File: src/rtl/vga_sync_decoder.sv
// vga_sync_decoder: measures incoming VGA sync timing, locks on a stable line period and regenerates active-video x/y.
module vga_sync_decoder #(
    parameter int H_START    = 144,
    parameter int H_ACTIVE   = 640,
    parameter int V_START    = 35,
    parameter int V_ACTIVE   = 480,
    parameter int LOCK_LINES = 4,
    parameter int TOL        = 0
) (
    input  logic        i_clk,
    input  logic        i_reset_n,
    input  logic        i_hsync,
    input  logic        i_vsync,
    output logic [9:0]  o_x,
    output logic [9:0]  o_y,
    output logic        o_active,
    output logic        o_locked,
    output logic [11:0] o_line_len,
    output logic [10:0] o_frame_lines,
    output logic        o_new_frame,
    output logic        o_err
);
    localparam int MW = $clog2(LOCK_LINES + 1);
    localparam logic [11:0] TOL_W = 12'(TOL);
    localparam logic [11:0] HS = 12'(H_START);
    localparam logic [11:0] HE = 12'(H_START + H_ACTIVE);
    localparam logic [10:0] VS = 11'(V_START);
    localparam logic [10:0] VE = 11'(V_START + V_ACTIVE);
    typedef enum logic [1:0] {SEARCH, MEASURE, LOCKED} state_t;
    state_t state, state_nx;
    logic hs_q, vs_q, vs_pend, frame_seen, frame_seen_nx, err_nx;
    logic hs_fall, vs_fall, frame_start, h_sat, match, hact, vact;
    logic [11:0] h_cnt, prev_len, len, diff;
    logic [10:0] v_cnt;
    logic [MW-1:0] match_cnt, match_cnt_nx;
    always_comb begin
        hs_fall = hs_q & ~i_hsync;
        vs_fall = vs_q & ~i_vsync;
        frame_start = hs_fall & (vs_pend | vs_fall);
        h_sat = (h_cnt == 12'hfff) & ~hs_fall;
        len = h_cnt + 12'd1;
        diff = (len > prev_len) ? len - prev_len : prev_len - len;
        match = diff <= TOL_W;
        hact = (h_cnt >= HS) && (h_cnt < HE);
        vact = (v_cnt >= VS) && (v_cnt < VE);
        o_active = hact & vact & o_locked & frame_seen;
        o_x = o_active ? 10'(h_cnt - HS) : 10'd0;
        o_y = o_active ? 10'(v_cnt - VS) : 10'd0;
    end
    always_comb begin
        state_nx = state;
        match_cnt_nx = match_cnt;
        frame_seen_nx = frame_seen;
        err_nx = 1'b0;
        case (state)
            SEARCH: begin
                if (hs_fall) begin
                    state_nx = MEASURE;
                    match_cnt_nx = '0;
                end
            end
            MEASURE: begin
                if (h_sat) begin
                    state_nx = SEARCH;
                end else if (hs_fall) begin
                    if (!match) begin
                        match_cnt_nx = '0;
                    end else if (match_cnt == MW'(LOCK_LINES - 1)) begin
                        state_nx = LOCKED;
                        frame_seen_nx = 1'b0;
                    end else begin
                        match_cnt_nx = match_cnt + MW'(1);
                    end
                end
            end
            LOCKED: begin
                if (h_sat) begin
                    state_nx = SEARCH;
                    frame_seen_nx = 1'b0;
                end else if (hs_fall && !match) begin
                    state_nx = MEASURE;
                    match_cnt_nx = '0;
                    frame_seen_nx = 1'b0;
                    err_nx = 1'b1;
                end else if (frame_start) begin
                    frame_seen_nx = 1'b1;
                end
            end
            default: state_nx = SEARCH;
        endcase
    end
    always_ff @(posedge i_clk or negedge i_reset_n) begin
        if (!i_reset_n) begin
            state <= SEARCH;
            hs_q <= 1'b1;
            vs_q <= 1'b1;
            vs_pend <= 1'b0;
            frame_seen <= 1'b0;
            match_cnt <= '0;
            h_cnt <= '0;
            v_cnt <= '0;
            prev_len <= '0;
            o_locked <= 1'b0;
            o_line_len <= '0;
            o_frame_lines <= '0;
            o_new_frame <= 1'b0;
            o_err <= 1'b0;
        end else begin
            state <= state_nx;
            hs_q <= i_hsync;
            vs_q <= i_vsync;
            frame_seen <= frame_seen_nx;
            match_cnt <= match_cnt_nx;
            o_locked <= (state_nx == LOCKED);
            o_new_frame <= frame_start;
            o_err <= err_nx;
            h_cnt <= hs_fall ? 12'd0 : (h_cnt == 12'hfff ? h_cnt : h_cnt + 12'd1);
            vs_pend <= frame_start ? 1'b0 : (vs_pend | vs_fall);
            if (hs_fall) begin
                o_line_len <= len;
                prev_len <= len;
            end
            // a vsync seen anywhere in the line restarts the frame at the next line boundary
            if (frame_start) begin
                o_frame_lines <= v_cnt + 11'd1;
                v_cnt <= '0;
            end else if (hs_fall && v_cnt != 11'h7ff) begin
                v_cnt <= v_cnt + 11'd1;
            end
        end
    end
endmodule

File: config.mk
export PLATFORM = sky130hd
export DESIGN_NAME = vga_sync_decoder
export DESIGN_NICKNAME = d
export VERILOG_FILES = /design/src/rtl/vga_sync_decoder.sv
export SDC_FILE = /design/constraint.sdc
export NUM_CORES = 1
export LEC_CHECK = 0
export ABC_AREA = 1
export CORE_MARGIN = 2
export CORE_UTILIZATION = 30
export DETAILED_ROUTE_END_ITERATION = 6
export MAX_ROUTING_LAYER = met4
export PLACE_DENSITY_LB_ADDON = 0.1
export SETUP_SLACK_MARGIN = 0.5
export SLEW_MARGIN = 20
export SYNTH_ARGS = -nofsm -noshare
export SYNTH_HDL_FRONTEND = slang
export SYNTH_SLANG_ARGS = --single-unit
File: constraint.sdc
create_clock -name i_clk -period 3.1 [get_ports i_clk]
set_clock_uncertainty 0.2 [all_clocks]
set_input_delay 0.465 -clock i_clk [delete_from_list [all_inputs] [get_ports i_clk]]
set_output_delay 0.465 -clock i_clk [all_outputs]
set_load 0.01 [all_outputs]
==> metrics.cfg <==
[outcome]
outcome=finished with violations
failed_checks=negative setup slack

[min_path]
min_path_type=flip-flop to flip-flop

[global_routing]
grt_usage_pct=19.4
grt_pass1_wl_um=24400
grt_max_degree=25
antenna_found_initial=0
grt_pass1_vias=4795
gr-total-overflow=0

[place]
dp.cells=1018
place_area_mm2=0.00599
hpwl_um=11500
portBuffers=50
place.gp.congestion=0.903

[power]
power_uw=6170
p_per_area_mw_per_mm2=876
leakage_uw=0.00370
ir_worst_vdd_v=0.000360

[setup_path]
required_ps=3170
crit_path_start_kind=flip-flop
worstSetupEndpointType=flip-flop
worstPathMaxFanout=6
critPathArrivalTime_ps=3540
path_class=flip-flop to flip-flop

[clocking]
cts_sinks=58
clock_latency_ps=330
htree_levels=3
clock-root-buffer=clkbuf_16
cts_tree=done
clkTransAtPathRegs_ps=60
clk_path_buf_depth=2
numCtsBuffers=9

[timing]
max_freq_mhz=288
tightest_slew_ps=596
fin_crit_ps=3470
rsz0062_at_grt=yes
slew_headroom_pct=60.2
layout_setup_ws_ps=-373
drv_slew=0
period_share_pct=112
fin_hold_ws_ps=289
finalSetupViolCount=11
finalHoldViolCount=0

[logic_synthesis]
synth_top_area_share_pct=30.4
synth_fp_nets=740
ys_seq_area_share_pct=31.5
synth_area_leaders=dfrtp_1 (30%), nand2_1 (18%), inv_1 (9.8%), ha_1 (8.4%), nor2_1 (5.9%)
ys_seq_elements=58
async_flop_share_pct=100
synth_common_cells=nand2_1 (218), inv_1 (121), nor2_1 (73)
synth_flop_cell=dfrtp_1
synth_cell_types=35
ys_warn_count=0
avgSynthCellArea_um2=6.54
yosysMostFrequentCell=nand2_1
synth_edf_count=0
synth_cells=705
synth_top_area_cell=dfrtp_1
syn-cell-area_mm2=0.00461

[finish]
drive_gt1_share_pct=31.2
layout.cells.non_filler=1074
area_growth_pct=52.6
ff_latch_area_mm2=0.00145
fillers=1536
antenna_cells=0
nets=916
final_util_pct=46.7
multi_input_area_mm2=0.00305
final_cell_area_mm2=0.00704

[route]
drt_iter0_drc=263
wirelength_um=15200
vias=4941
drc=0
dr.pass1.iters=4
avgViaCountPerCell=4.60
drt.antenna.violating_nets=0
wire_per_inst_um=14.1

[die]
core_mm2=0.0151
fp-row-count=45
die_w_um=128
dieArea_mm2=0.0164
initial_core_util_pct=30.6
ios=51
die_y_um=128

[flow_run]
maxCapViolCount=0

## metrics by stage
step	TNS (ps)	worst slack, ps
6_report	-2830	-373
5_1_grt	-6090	-708
4_1_cts	-3230	-438
3_5_place_dp	-4360	-608
3_3_place_gp	-4160	-572
2_1_floorplan	-1020	-173
## critical path, stage by stage, from the launching register on
cell	delay [ps]
dfrtp_1	400
ha_2	190
and3_4	180
nand3_2	80
nor2_2	50
buf_4	120
xor2_1	130
buf_4	150
ha_2	380
nand2_1	130
nor2_4	170
nand2_2	80
a21oi_4	160
nor2_4	60
nor2_4	140
buf_6	120
nand3_2	90
nand2_4	130
nand2_4	60
nand2_4	100
nand2_4	60
nand2_2	90
nand2_1	50
nand2_1	60
## worst paths after layout
kind	from	end	slack, ps	cells past startpoint
hold / removal	o_frame_lines[2]	o_frame_lines[2]	290	2
setup / recovery	h_cnt[0]	match_cnt[2]	-370	23
setup reg to reg	h_cnt[0]	match_cnt[2]	-370	23
max in group asynchronous	i_reset_n	hs_q	1560	3
hold reg to reg	o_frame_lines[2]	o_frame_lines[2]	290	2
min in group asynchronous	i_reset_n	h_cnt[7]	400	2
## repair_timing
item	CTS	global route
endpoints found under the setup margin	40	40
pin swaps	12	24
resized for setup	131	87
buffers inserted	23	13
gates cloned	2	1
endpoints found under the hold margin	15	0
hold buffers	1	0
## layout make-up
class,count,share of cell area (%)
Clock inverter,7,1.44
Sequential cell,58,20.7
Multi-Input combinational cell,506,43.3
Timing Repair Buffer,175,20.7
Inverter,128,7.02
Timing Repair inverter,3,0.373
Clock buffer,9,3.20
Tap cell,188,3.34
## per-layer routing
metal  vias up  part of all wire [%]  track usage (%)  wire [um]
li1       2547                     -                -          -
met1      2283                    48             25.9       7340
met2       100                    47             30.7       7130
met3        11                   3.6             3.96        548
met4         0                   1.0             3.56        157
met5         -                     0                -          0
## cells in the final DEF, fill, tap and decap left out, types with 3 or more instances in the layout
master and count:
nor3_2 5, a21oi_1 9, inv_1 111, nand3_1 37
xor2_2 3, buf_4 105, nand3_2 6, a21oi_2 4
nand4_1 16, nor2_2 17, nand2_1 205, buf_6 22
nand2_2 11, nor3_4 3, ha_2 3, inv_2 15
nor2_4 12, nor2_1 48, clkinvlp_4 4, o22ai_1 12
o21ai_1 3, o21ai_2 4, clkbuf_16 9, xor2_1 16
o21ai_0 38, ha_4 7, ha_1 21, nor3_1 4
buf_2 16, clkdlybuf4s50_1 28, nand2_4 9, dfrtp_1 56
## cells by family after synthesis
| kind of cell | synth area share, % |
|---|---|
| AO/OA/AOI/OAI | 9.36 |
| XOR/XNOR | 3.61 |
| adder cells (fa/ha/maj) | 8.41 |
| buffers and inverters | 11.7 |
| flip-flops | 31.5 |
| AND/OR/NAND/NOR | 35.4 |
## report_power, final
| group | switching, uW | internal [uW] |
|---|---|---|
| Combinational | 2330 | 1770 |
| Sequential | 100 | 878 |
| Clock | 376 | 708 |
## sequential cells by signal, indices dropped and copies added, names as in the netlist
name,cells
h_cnt,12
prev_len,12
o_frame_lines,11
v_cnt,11
match_cnt,3
state,2
frame_seen,1
hs_q,1
o_err,1
o_locked,1
o_new_frame,1
vs_pend,1
vs_q,1
(Power assumes the default switching activity.)
